==> config.mk <==
export PLATFORM = sky130hd
export DESIGN_NAME = alu_writeback_stage_flat
export DESIGN_NICKNAME = d
export VERILOG_FILES = /design/src/rtl/alu_writeback_stage_if.sv /design/src/rtl/alu_writeback_stage.sv /design/src/flat_wrapper.sv
export SDC_FILE = /design/constraint.sdc
export NUM_CORES = 1
export LEC_CHECK = 0
export ABC_AREA = 0
export CAP_MARGIN = 20
export CORE_AREA = 4 4 127 99
export DETAILED_ROUTE_END_ITERATION = 7
export DIE_AREA = 0 0 131 103
export PLACE_DENSITY = 0.84
export SLEW_MARGIN = 0
export SYNTH_ARGS = -nofsm -noshare
export SYNTH_HDL_FRONTEND = slang
export SYNTH_SLANG_ARGS = --single-unit
==> constraint.sdc <==
create_clock -name clk -period 4.1 [get_ports clk]
set_input_delay 0.82 -clock clk [delete_from_list [all_inputs] [get_ports clk]]
set_output_delay 0.82 -clock clk [all_outputs]
set_load 0.005 [all_outputs]
==> src/rtl/alu_writeback_stage_if.sv <==
// Bundle between the ALU/issue side and the execute/writeback stage:
// ALU result bundle in, register-file write port and flag feedback out.
interface alu_writeback_stage_if #(
  parameter int DATA_W  = 32,
  parameter int RADDR_W = 4
);
  logic               in_valid;
  logic               in_ready;
  logic [DATA_W-1:0]  in_result;
  logic [3:0]         in_new_flag;
  logic [3:0]         in_opcode;
  logic [3:0]         in_cond;
  logic               in_s;
  logic [RADDR_W-1:0] in_rd;
  logic               wb_stall;
  logic [3:0]         flag_out;
  logic               flags_pending;
  logic               wb_en;
  logic [RADDR_W-1:0] wb_addr;
  logic [DATA_W-1:0]  wb_data;
  logic               commit_pulse;
  logic               squash_pulse;

  modport master (
    output in_valid, in_result, in_new_flag, in_opcode, in_cond, in_s, in_rd, wb_stall,
    input  in_ready, flag_out, flags_pending, wb_en, wb_addr, wb_data,
           commit_pulse, squash_pulse
  );

  modport slave (
    input  in_valid, in_result, in_new_flag, in_opcode, in_cond, in_s, in_rd, wb_stall,
    output in_ready, flag_out, flags_pending, wb_en, wb_addr, wb_data,
           commit_pulse, squash_pulse
  );
endinterface

==> src/rtl/alu_writeback_stage.sv <==
// Execute/writeback stage: buffers ALU bundles, evaluates Cond against NZCV,
// commits passing results to the register file and updates the flags.
module alu_writeback_stage #(
  parameter int DATA_W  = 32,
  parameter int RADDR_W = 4,
  parameter int DEPTH   = 2
) (
  input logic                  clk,
  input logic                  rst_n,
  alu_writeback_stage_if.slave io
);
  localparam int PTR_W = $clog2(DEPTH);
  localparam logic [PTR_W:0] PTR_ONE = (PTR_W+1)'(1);

  typedef struct packed {
    logic [DATA_W-1:0]  result;
    logic [3:0]         newFlag;
    logic [3:0]         opcode;
    logic [3:0]         cond;
    logic               s;
    logic [RADDR_W-1:0] rd;
  } entry_t;

  // Flags are {N,Z,C,V}.
  function automatic logic condPass(input logic [3:0] cond, input logic [3:0] f);
    logic n, z, c, v;
    {n, z, c, v} = f;
    case (cond)
      4'h0: condPass = z;
      4'h1: condPass = !z;
      4'h2: condPass = c;
      4'h3: condPass = !c;
      4'h4: condPass = n;
      4'h5: condPass = !n;
      4'h6: condPass = v;
      4'h7: condPass = !v;
      4'h8: condPass = c && !z;
      4'h9: condPass = !c || z;
      4'hA: condPass = (n == v);
      4'hB: condPass = (n != v);
      4'hC: condPass = !z && (n == v);
      4'hD: condPass = z || (n != v);
      4'hE: condPass = 1'b1;
      4'hF: condPass = 1'b0;
    endcase
  endfunction

  // CMP always sets flags; MOVs and non-ALU opcodes never do.
  function automatic logic setsFlags(input logic [3:0] op, input logic s);
    setsFlags = (op == 4'hB) ||
                (s && ((op <= 4'h5) || ((op >= 4'h8) && (op <= 4'hA))));
  endfunction

  entry_t             mem_q [DEPTH];
  logic [DEPTH-1:0]   valid_q, valid_d;
  logic [PTR_W:0]     wrPtr_q, wrPtr_d, rdPtr_q, rdPtr_d;
  logic [3:0]         flag_q, flag_d;
  logic               wbEn_q, wbEn_d;
  logic [RADDR_W-1:0] wbAddr_q, wbAddr_d;
  logic [DATA_W-1:0]  wbData_q, wbData_d;
  logic               commit_q, commit_d;
  logic               squash_q, squash_d;

  logic [PTR_W-1:0]   wrSlot, rdSlot;
  logic               full, empty, push, pop;
  logic               headPass, headAlu, headWrites;
  logic               pendingAny;
  entry_t             head, incoming;

  assign wrSlot   = wrPtr_q[PTR_W-1:0];
  assign rdSlot   = rdPtr_q[PTR_W-1:0];
  assign empty    = (wrPtr_q == rdPtr_q);
  assign full     = (wrPtr_q[PTR_W] != rdPtr_q[PTR_W]) && (wrSlot == rdSlot);
  assign push     = io.in_valid && !full;
  assign pop      = !empty && !io.wb_stall;
  assign head     = mem_q[rdSlot];
  assign incoming = '{result: io.in_result, newFlag: io.in_new_flag, opcode: io.in_opcode,
                      cond: io.in_cond, s: io.in_s, rd: io.in_rd};

  assign headPass   = condPass(head.cond, flag_q);
  assign headAlu    = (head.opcode <= 4'hB);
  assign headWrites = headPass && (head.opcode <= 4'hA);

  always_comb begin
    pendingAny = 1'b0;
    for (int i = 0; i < DEPTH; i++) begin
      if (valid_q[i] && setsFlags(mem_q[i].opcode, mem_q[i].s)) pendingAny = 1'b1;
    end
  end

  always_comb begin
    valid_d  = valid_q;
    wrPtr_d  = wrPtr_q;
    rdPtr_d  = rdPtr_q;
    flag_d   = flag_q;
    wbEn_d   = 1'b0;
    wbAddr_d = wbAddr_q;
    wbData_d = wbData_q;
    commit_d = 1'b0;
    squash_d = 1'b0;
    if (pop) begin
      valid_d[rdSlot] = 1'b0;
      rdPtr_d         = rdPtr_q + PTR_ONE;
      commit_d        = headPass && headAlu;
      squash_d        = !(headPass && headAlu);
      if (headWrites) begin
        wbEn_d   = 1'b1;
        wbAddr_d = head.rd;
        wbData_d = head.result;
      end
      if (headPass && setsFlags(head.opcode, head.s)) flag_d = head.newFlag;
    end
    if (push) begin
      valid_d[wrSlot] = 1'b1;
      wrPtr_d         = wrPtr_q + PTR_ONE;
    end
  end

  always_ff @(posedge clk or negedge rst_n) begin
    if (!rst_n) begin
      valid_q  <= '0;
      wrPtr_q  <= '0;
      rdPtr_q  <= '0;
      flag_q   <= 4'b0000;
      wbEn_q   <= 1'b0;
      wbAddr_q <= '0;
      wbData_q <= '0;
      commit_q <= 1'b0;
      squash_q <= 1'b0;
    end else begin
      valid_q  <= valid_d;
      wrPtr_q  <= wrPtr_d;
      rdPtr_q  <= rdPtr_d;
      flag_q   <= flag_d;
      wbEn_q   <= wbEn_d;
      wbAddr_q <= wbAddr_d;
      wbData_q <= wbData_d;
      commit_q <= commit_d;
      squash_q <= squash_d;
    end
  end

  // Payload storage needs no reset; valid_q and the pointers qualify it.
  always_ff @(posedge clk) begin
    if (push) mem_q[wrSlot] <= incoming;
  end

  assign io.in_ready      = !full;
  assign io.flags_pending = pendingAny;
  assign io.flag_out      = flag_q;
  assign io.wb_en         = wbEn_q;
  assign io.wb_addr       = wbAddr_q;
  assign io.wb_data       = wbData_q;
  assign io.commit_pulse  = commit_q;
  assign io.squash_pulse  = squash_q;
endmodule

==> src/flat_wrapper.sv <==
// flat-port wrapper written by rule: the top's interface ports become plain ports
module alu_writeback_stage_flat 
#(
  parameter int DATA_W  = 32,
  parameter int RADDR_W = 4,
  parameter int DEPTH   = 2
)
  (clk, rst_n, io_in_valid, io_in_result, io_in_new_flag, io_in_opcode, io_in_cond, io_in_s, io_in_rd, io_wb_stall, io_in_ready, io_flag_out, io_flags_pending, io_wb_en, io_wb_addr, io_wb_data, io_commit_pulse, io_squash_pulse);
  alu_writeback_stage_if #(.DATA_W(DATA_W), .RADDR_W(RADDR_W)) io_i ();
  input logic clk;
  input logic rst_n;
  input wire logic [$bits(io_i.in_valid)-1:0] io_in_valid;
  input wire logic [$bits(io_i.in_result)-1:0] io_in_result;
  input wire logic [$bits(io_i.in_new_flag)-1:0] io_in_new_flag;
  input wire logic [$bits(io_i.in_opcode)-1:0] io_in_opcode;
  input wire logic [$bits(io_i.in_cond)-1:0] io_in_cond;
  input wire logic [$bits(io_i.in_s)-1:0] io_in_s;
  input wire logic [$bits(io_i.in_rd)-1:0] io_in_rd;
  input wire logic [$bits(io_i.wb_stall)-1:0] io_wb_stall;
  output wire logic [$bits(io_i.in_ready)-1:0] io_in_ready;
  output wire logic [$bits(io_i.flag_out)-1:0] io_flag_out;
  output wire logic [$bits(io_i.flags_pending)-1:0] io_flags_pending;
  output wire logic [$bits(io_i.wb_en)-1:0] io_wb_en;
  output wire logic [$bits(io_i.wb_addr)-1:0] io_wb_addr;
  output wire logic [$bits(io_i.wb_data)-1:0] io_wb_data;
  output wire logic [$bits(io_i.commit_pulse)-1:0] io_commit_pulse;
  output wire logic [$bits(io_i.squash_pulse)-1:0] io_squash_pulse;
  assign io_i.in_valid = io_in_valid;
  assign io_i.in_result = io_in_result;
  assign io_i.in_new_flag = io_in_new_flag;
  assign io_i.in_opcode = io_in_opcode;
  assign io_i.in_cond = io_in_cond;
  assign io_i.in_s = io_in_s;
  assign io_i.in_rd = io_in_rd;
  assign io_i.wb_stall = io_wb_stall;
  assign io_in_ready = io_i.in_ready;
  assign io_flag_out = io_i.flag_out;
  assign io_flags_pending = io_i.flags_pending;
  assign io_wb_en = io_i.wb_en;
  assign io_wb_addr = io_i.wb_addr;
  assign io_wb_data = io_i.wb_data;
  assign io_commit_pulse = io_i.commit_pulse;
  assign io_squash_pulse = io_i.squash_pulse;
  alu_writeback_stage #(.DATA_W(DATA_W), .RADDR_W(RADDR_W), .DEPTH(DEPTH)) u_core (.clk(clk), .rst_n(rst_n), .io(io_i));
endmodule
### Word-level counts from Yosys, hierarchy flattened

Memories as Yosys holds them, arrays and structs flattened.
Cells that the tools add are included.
Widths: inputs -> output; s select.

| word-level totals | value |
|---|---|
| memories | 1 |
| input port bits | 53 |
| RAM bits | 98 |
| register bits | 49 |
| logic and storage cells | 104 |

| operators by class | value |
|---|---|
| $lt $le $gt $ge | 14 |
| bitwise gates (word level) | 3 |
| mux-type cells | 15 |
| eq/ne operators | 23 |
| add/sub/neg operators | 2 |
| reduce and logical (&&, ||, !) cells | 37 |

Memory list:

| name | depth | bits a word | read ports | clocked after memory_dff | wr ports | line | source |
|---|---|---|---|---|---|---|---|
| u_core.mem_q | 2 | 49 | 3 | 0 | 1 | alu_writeback_stage.sv:54 | `entry_t mem_q [DEPTH];` |

Operators with widths:

| cell | number |
|---|---|
| $eq 4x4->1 const B | 11 |
| $logic_and 1x1->1 | 18 |
| $eq 4x3->1 const B | 4 |
| $le 4x4->1 const B | 4 |
| $pmux 1 s16 | 1 |
| $ge 4x4->1 const B | 3 |
| $le 4x3->1 const B | 3 |
| $mux 1 | 10 |
| $eq 4x2->1 const B | 2 |
| $logic_not 1->1 | 8 |
| $logic_or 1x1->1 | 8 |
| $add 2x1->2 const B | 2 |
| $eq 4x1->1 const B | 1 |
| $logic_not 4->1 | 1 |
| $lt 1x2->1 const B | 2 |
| $mux 2 | 2 |
| $reduce_and 2->1 | 2 |
| $and 2x2->2 | 1 |
| $demux 1 s1 | 2 |
| $eq 1x1->1 | 2 |
| $eq 2x2->1 | 1 |
| $ge 1x1->1 const B | 2 |
| $ne 1x1->1 | 2 |
| $not 2->2 | 1 |
| $or 2x2->2 | 1 |

### Longest topological paths before layout

Gate-level depths: netlist of the first run.

| depth | value |
|---|---|
| depth after elaboration | 9 |
| depth in mapped cells | 10 |

### Worst setup path after synthesis of the first run

OpenSTA, ideal clock, no wires.

| path | value |
|---|---|
| path kind | reg-to-reg |
| start | reg u_core.rdPtr_q[0] |
| end | mem u_core.mem_q[0][0] (netlist name), enable pin |
| setup time | 0.456 ns |
| stages on the path, launching flop included | 7 |
| data arrival time | 3.063 ns |
| clock period less this slack | 3.518 ns |
| buffers on the path | 2 |
| setup slack | 0.582 ns |
| path through | dfrtp_1 > buf_6 > buf_2 > xnor2_1 > nand2b_1 > nand2_1 > nor2_1 |

| between the ends | value |
|---|---|
| cells in the longest elaborated chain, start to end | 6 |

RTL lines:

| element | line | source |
|---|---|---|
| start, declared | alu_writeback_stage.sv:56 | `logic [PTR_W:0] wrPtr_q, wrPtr_d, rdPtr_q, rdPtr_d;` |
| start signal, assigned | alu_writeback_stage.sv:133 | `rdPtr_q <= rdPtr_d;` |
| $eq 1x1->1 | alu_writeback_stage.sv:73 | `assign full = (wrPtr_q[PTR_W] != rdPtr_q[PTR_W]) && (wrSlot == rdSlot);` |
| $logic_and 1x1->1 | alu_writeback_stage.sv:73 |  |
| $logic_not 1->1 | n/a |  |
| net io_in_ready | flat_wrapper.sv:20 | `output wire logic [$bits(io_i.in_ready)-1:0] io_in_ready;` |
| $logic_and 1x1->1 | alu_writeback_stage.sv:74 | `assign push = io.in_valid && !full;` |
| $mux 1 | alu_writeback_stage.sv:145 | `if (push) mem_q[wrSlot] <= incoming;` |
| $mux 1 (implied by the code) | alu_writeback_stage.sv:145 |  |
| end, declared | alu_writeback_stage.sv:54 |  |

The timed path passes the listed nets, and every way through them passes these cells.

### Final worst setup path of the first run

| path | value |
|---|---|
| start | reg u_core.rdPtr_q[0] |
| end | reg u_core.wbData_q[15], in the netlist u_core.io.wb_data[15] |

| between the ends | value |
|---|---|
| cells in the longest elaborated chain, start to end | 5 |

RTL lines:

| element | line | source |
|---|---|---|
| $mem_v2 2x49 | n/a |  |
| $eq 4x4->1, or another cell as far along | alu_writeback_stage.sv:28 | `case (cond)` |
| $pmux 1 s16 | alu_writeback_stage.sv:28 |  |
| $logic_and 1x1->1 | alu_writeback_stage.sv:82 | `assign headWrites = headPass && (head.opcode <= 4'hA);` |
| $reduce_and 2->1 (no line) | n/a |  |
| end signal, assigned | alu_writeback_stage.sv:137 | `wbData_q <= wbData_d;` |
| end, declared | alu_writeback_stage.sv:60 | `logic [DATA_W-1:0] wbData_q, wbData_d;` |

Parallel ways exist; a longest one is shown, timed or not.
A chain may end at the register's enable or synchronous reset.

==> flow_summary.toml, run 1 <==
[layout]
n_antenna_cell = 0
flow.area_growth_from_synthesis_pct = 29.7
fillers = 754
leading_cell_type_in_the_layout_fill_and_taps_excluded = "edfxtp_1"
layout.cells.non_filler = 608
most-common-layout-cells = "98 x edfxtp_1, 96 x clkdlybuf4s50_1, 51 x mux2_2"
layout-drive-gt1-share_pct = 27.6
layout.cell_area.non_filler_um2 = 7650
nets = 504

[pwr]
share_clk_of_total_power_pct = 25.0
netSwitchingPower_mw = 1.85
power_leakage_nw = 2.86
share_comb_of_total_power_pct = 34.0
swShare_pct = 29.2
peakVddDrop_uv = 373
relative_contribution_of_sequential_cells_to_total_power_pct = 41.0
power.internal_mw = 4.48
pwr_density_cell_nw_per_um2 = 827

[floorplanning]
fp.dieArea_um2 = 13500
top_level_ports = 98
fp-row-count = 34
start_util_pct = 51.9
die_width_um = 131
area_of_the_core_um2 = 11400
die_h_um = 103

[synth]
netlist-cell-type-count = 42
ys_warn_count = 0
avg_cell_area_syn_um2 = 17.3
postSynthCellCount = 340
synthesis.nets = 393
synth-seq-cells = 147
fraction_of_the_yosys_area_taken_by_sequential_cells_pct = 70.7
syn_area_um2 = 5900

[detailed_routing]
vias = 3344
post-route-drc-count = 0
detail-route-antenna-nets = 0
drt_first_pass_iters = 5
post_dr_wirelength_cell_um = 19.9
post_drt_via_cell_ratio = 5.50
initialDrtViolationCount = 259
drt_wl_total_mm = 12.1

[global_route]
grt_pass1_vias = 3620
overflow = 0
grt_antenna_before_repair = 0
grtUsageTotal_pct = 18.8
largest_net_degree_at_the_start_of_global_routing = 50
grt_pass1_wl_mm = 18.9

[sta]
timing.final.hold_violations = 0
finalMaxSlewViolations = 0
relSlewSlack_pct = 39.6
fin_crit_ns = 3.13
rsz0062_at_grt = "no"
layout_worst_path_cycle_share_pct = 76.4
finalSetupTns_ns = 0
finalHoldWorstSlack_ns = 0.502
worst_clock_skew_ns = 0.00563
timing.final.ws_setup_ns = 0.967
max_slew.worst_pin.slew_ns = 0.906
fmax_mhz = 319
finalSetupViolations = 0

[clock_tree]
cts.root.buffer_cell = "clkbuf_16"
clock_insertion_delay_worst_skew_ns = 0.41
clkSinkCount = 147
cts_max_level = 4
cts-buffers-inserted = 17
cts.path.max_buffers = 2
cts_tree = "built"
post_cts.repair.setup_buffers = 0
clk_pin_slew_worst_paths_ns = 0.06
cts_resized = 0
cts_hold_repair.buffers = 0

[worst_setup_path]
critical_path_required_ns = 4.39
crit_fanout = 46
worst_r2r_path_cells = 8
critPathCaptureType = "register"
timing.critical_path.arrival_ns = 3.43
start_kind = "register"
timing_worst_setup_path_type = "reg -> reg"

[placed_design]
pre_cts_slack_ns = 1.02
detailed_place.area_um2 = 7040
dp.cells = 576
gp_routability_congestion = 0.837
place.detailed.hpwl_mm = 7.67
io_buffers = 97

[flow_run]
max_cap_check_violation_count = 0

[worst_hold_path]
number_of_cells_traversed_by_the_worst_hold_path = 1
hold_class = "reg -> reg"

[run_status]
status = "finished, final reports clean"
==> path summary, 6_finish.rpt <==
path / start / to / slack (ns)
max: u_core.rdPtr_q[0] / u_core.io.wb_data[15] / 0.97
min: u_core.wrPtr_q[1] / u_core.wrPtr_q[1] / 0.50
max reg2reg: u_core.rdPtr_q[0] / u_core.io.wb_data[15] / 0.97
min reg2reg: u_core.wrPtr_q[1] / u_core.wrPtr_q[1] / 0.50
max in group asynchronous: rst_n / u_core.rdPtr_q[0] / 3.12
min in group asynchronous: rst_n / u_core.io.wb_data[22] / 0.52
==> sequential cells by signal, summed over array words and instances (netlist names) <==
register / flops
u_core.io.flag_out: 4
u_core.io.wb_en: 1
u_core.mem_q: 98
u_core.io.wb_addr: 4
u_core.valid_q: 2
u_core.rdPtr_q: 2
u_core.wrPtr_q: 2
u_core.io.squash_pulse: 1
u_core.io.wb_data: 32
u_core.io.commit_pulse: 1
==> cells in the mapped netlist <==
cell	instances	area, um^2
buf_1	2	7.51
a211oi_2	1	12.5
o21ai_0	7	35.0
a31oi_1	2	12.5
buf_2	1	5.00
o31ai_1	1	7.51
a22oi_1	1	7.51
o2bb2ai_1	2	17.5
xnor2_1	5	43.8
nor2_1	10	37.5
and2_1	4	25.0
mux2i_2	1	13.8
buf_6	4	45.0
o211ai_2	1	12.5
and3_1	1	6.26
o32ai_1	3	26.3
a31o_2	1	8.76
nor2_4	1	11.3
o2111ai_1	2	17.5
nand4_1	1	6.26
a221oi_1	1	8.76
a41oi_1	1	8.76
buf_4	1	7.51
xor2_1	1	8.76
a32o_1	1	10.0
nand2_1	11	41.3
nand3b_1	3	22.5
mux2_2	51	574
mux2i_1	4	40.0
edfxtp_1	98	2940
a32oi_1	1	8.76
dfrtp_1	49	1230
nand3_1	9	45.0
a22o_1	2	17.5
a21oi_1	6	30.0
or3b_1	1	8.76
nand2b_1	6	37.5
o211a_1	1	10.0
mux2_4	29	435
clkbuf_1	4	15.0
inv_1	8	30.0
or3b_2	1	8.76
==> area by class of cell <==
cell class / instances / area, um^2 / area share, %
sequential: 147 / 4170 / 54.5
inverter: 8 / 30.0 / 0.393
multi-input combinational: 173 / 1630 / 21.3
tap: 144 / 180 / 2.36
clock inverter: 12 / 153 / 2.00
clock buffer: 20 / 457 / 5.97
timing repair buffer: 104 / 1030 / 13.5
==> power by group through the flow <==
stage	logic, mW	registers, mW	clock network [mW]
after CTS	2.18	2.59	1.59
after global placement	2.08	2.57	0
after floorplan	1.41	2.46	0
after global routing	2.31	2.65	1.67
after detailed placement	2.17	2.60	0
final	2.15	2.59	1.58
==> stage by stage <==
step / util (%) / power (mW)
6_report: 67.3 / 6.32
5_1_grt: 67.3 / 6.63
4_1_cts: 67.3 / 6.36
3_5_place_dp: 62.0 / 4.76
3_3_place_gp: 62.0 / 4.65
2_1_floorplan: - / 3.87
==> critical path: stages, from the launching register on <==
cell and delay (ns):
dfrtp_2 0.96, mux2i_2 0.41, mux2i_1 0.25, a22oi_1 0.09
o2111ai_1 0.23, a211oi_2 0.11, nor2_4 0.13, buf_4 0.41
mux2_2 0.40
==> kinds of logic after synthesis <==
| group | Yosys count | share of synthesized area, % |
|---|---|---|
| flip-flops | 147 | 70.7 |
| multiplexers | 85 | 18.0 |
| AND/OR/NAND/NOR | 48 | 4.24 |
| AO/OA/AOI/OAI | 34 | 4.27 |
| buffers and inverters | 20 | 1.87 |
| XOR/XNOR | 6 | 0.891 |
==> metal layers <==
layer  vias up  part of all wire (%)  track usage (%)
li1       1508                     -                -
met1      1690                    45             25.0
met2       129                    48             30.9
met3        17                   6.1             4.71
met4         0                   1.2             5.69
met5         -                     0                0
Note: power is estimated with default switching activity, not from simulation.
==> inputs of run 2 (changes only) <==
Settings changed: CORE_AREA 4 4 127 99 to 4 4 133 103, DIE_AREA 0 0 131 103 to 0 0 137 107, PLACE_DENSITY 0.84 to 0.81.
Clock period 4.1 ns to 2.7 ns, I/O delays scaled along.
==> run 2 against run 1 <==
Sequential power grew 49%. Utilization shrank 4.1 points. Clock power grew 51%. Die area grew 8.6%. Combinational power grew 59%. Global-route usage shrank 2.1 points. First-iteration DRC count shrank 15%. Maximum frequency grew 22%. Cell count grew 4.6%. Register-to-register slack lost 0.83 ns.
==> flow_summary.toml, run 2 (same netlist as run 1, synthesis figures left out) <==
[run_status]
status = "finished, final reports clean"

[layout]
layout-drive-gt1-share_pct = 28.1
registers.top_by_ff_count = "u_core.mem_q"
most-common-layout-cells = "98 x edfxtp_1, 96 x clkdlybuf4s50_1, 51 x mux2_2"
multi_input_comb_area_um2 = 1630
area.sequential_um2 = 4170
nets = 510
fillers = 882
flow.area_growth_from_synthesis_pct = 31.4
leading_cell_type_in_the_layout_fill_and_taps_excluded = "edfxtp_1"
n_antenna_cell = 0
largest_register_ff_count = 98

[worst_setup_path]
critical_path_cell_sequence = "buf_4 -> nor2_1 -> a32oi_1 -> a31o_2 -> a22o_1 -> a211oi_2 -> nor2_4 -> buf_12 -> mux2_4"
crit_fanout = 37
start_kind = "register"
cp_num_buf_inv = 2
cp_slowest_cell = "dfrtp_2"
max_stage_delay_ns = 0.51
worst_r2r_path_cells = 9
timing_worst_setup_path_type = "reg -> reg"
critPathCaptureType = "register"
worst_r2r_startpoint = "u_core.rdPtr_q[0]"
critical_path_required_ns = 2.98
ff2ff_setup_slack_ns = 0.13
crit_reg_reg_endpoint = "u_core.io.wb_data[27]"
critical-path-top-delay-family = "compound AO/OA/AOI/OAI gates"
timing.critical_path.arrival_ns = 2.85

[sta]
layout_worst_path_cycle_share_pct = 95.0
finalMaxSlewViolations = 0
timing.final.hold_violations = 0
finalSetupTns_ns = 0
finalSetupViolations = 0
worst_clock_skew_ns = 0.0119
max_slew.worst_pin.slew_ns = 0.449
fin_crit_ns = 2.57
fmax_mhz = 390
relSlewSlack_pct = 69.9
rsz0062_at_grt = "no"
timing.final.ws_setup_ns = 0.134

[pwr]
peakVddDrop_uv = 557
design_power_total_mw = 9.64
pwr_density_cell_nw_per_um2 = 1240
power_leakage_nw = 2.89

[detailed_routing]
detail-route-antenna-nets = 0
vias = 3284
drt_first_pass_iters = 5
post_dr_wirelength_cell_um = 18.2
post-route-drc-count = 0
drt_wl_total_mm = 11.6
initialDrtViolationCount = 220
post_drt_via_cell_ratio = 5.16

[clock_tree]
post_cts.repair.setup_buffers = 0
clock_insertion_delay_worst_skew_ns = 0.41
cts-buffers-inserted = 17
cts_tree = "built"
cts.path.max_buffers = 2
cts.root.buffer_cell = "clkbuf_16"
clk_pin_slew_worst_paths_ns = 0.06
cts_max_level = 4
clkSinkCount = 147

[placed_design]
io_buffers = 97
pre_cts_slack_ns = 0.155
place.detailed.hpwl_mm = 7.65
gp_routability_congestion = 0.955

[floorplanning]
fp-row-count = 35
fp.dieArea_um2 = 14700
start_util_pct = 48.1
die_h_um = 107
top_level_ports = 98
area_of_the_core_um2 = 12300
die_width_um = 137

[flow_run]
max_cap_check_violation_count = 0

[global_route]
grt_pass1_wl_mm = 18.6
largest_net_degree_at_the_start_of_global_routing = 38
overflow = 0
grt_antenna_before_repair = 1
grt_pass1_vias = 3631
grtUsageTotal_pct = 16.7

[worst_hold_path]
hold_class = "in -> async"
run 2: worst max-delay path by stage:
stage / from / endpoint / slack, ns / cells after the start
global placement: u_core.rdPtr_q[0] / u_core.io.wb_data[12] / 0.26 / 8
CTS: u_core.rdPtr_q[0] / u_core.io.wb_data[19] / 0.14 / 8
floorplan: u_core.rdPtr_q[0] / u_core.mem_q[1][0] / 0.27 / 6
detailed placement: u_core.rdPtr_q[0] / u_core.io.wb_data[14] / 0.15 / 8
finish: u_core.rdPtr_q[0] / u_core.io.wb_data[27] / 0.13 / 9
global route: u_core.rdPtr_q[0] / u_core.io.wb_data[14] / 0.02 / 8
run 2: metrics by stage:
stage	hold WS, ns	cell area, um^2	util, %	std cells
2_1_floorplan	0.244	5900	-	340
3_3_place_gp	0.383	7130	58.1	603
3_5_place_dp	0.392	7130	58.1	603
4_1_cts	0.484	7750	63.2	636
5_1_grt	0.511	7750	63.2	636
6_report	0.498	7750	63.2	636
run 2: layout make-up:
cell class	count	share of cell area, %
inverter	8	0.388
timing repair buffer	110	14.2
multi-input combinational	173	21.0
clock buffer	19	5.59
clock inverter	13	2.28
tap	166	2.68
sequential	147	53.8
run 2: report_power, final:
part           leakage, nW  internal (mW)  total, mW  switching [mW]
registers             1.49           3.34       3.85           0.505
clock network        0.286           1.47       2.38           0.910
logic                 1.11           2.02       3.41            1.39
total                 2.89           6.83       9.64            2.81
run 2: per-layer routing:
layer | up-vias | wire length (um) | track usage, %
met5 | - | 13 | 0
met4 | 2 | 97 | 4.99
met3 | 12 | 726 | 5.82
met2 | 105 | 5680 | 27.0
met1 | 1641 | 5050 | 21.3
li1 | 1524 | - | -
run 2: timing repair:
item | in CTS | in global routing
setup endpoints to repair | 0 | 0
hold buffers | 1 | 0
hold endpoints to repair | 6 | 0
resized for setup | 0 | 0
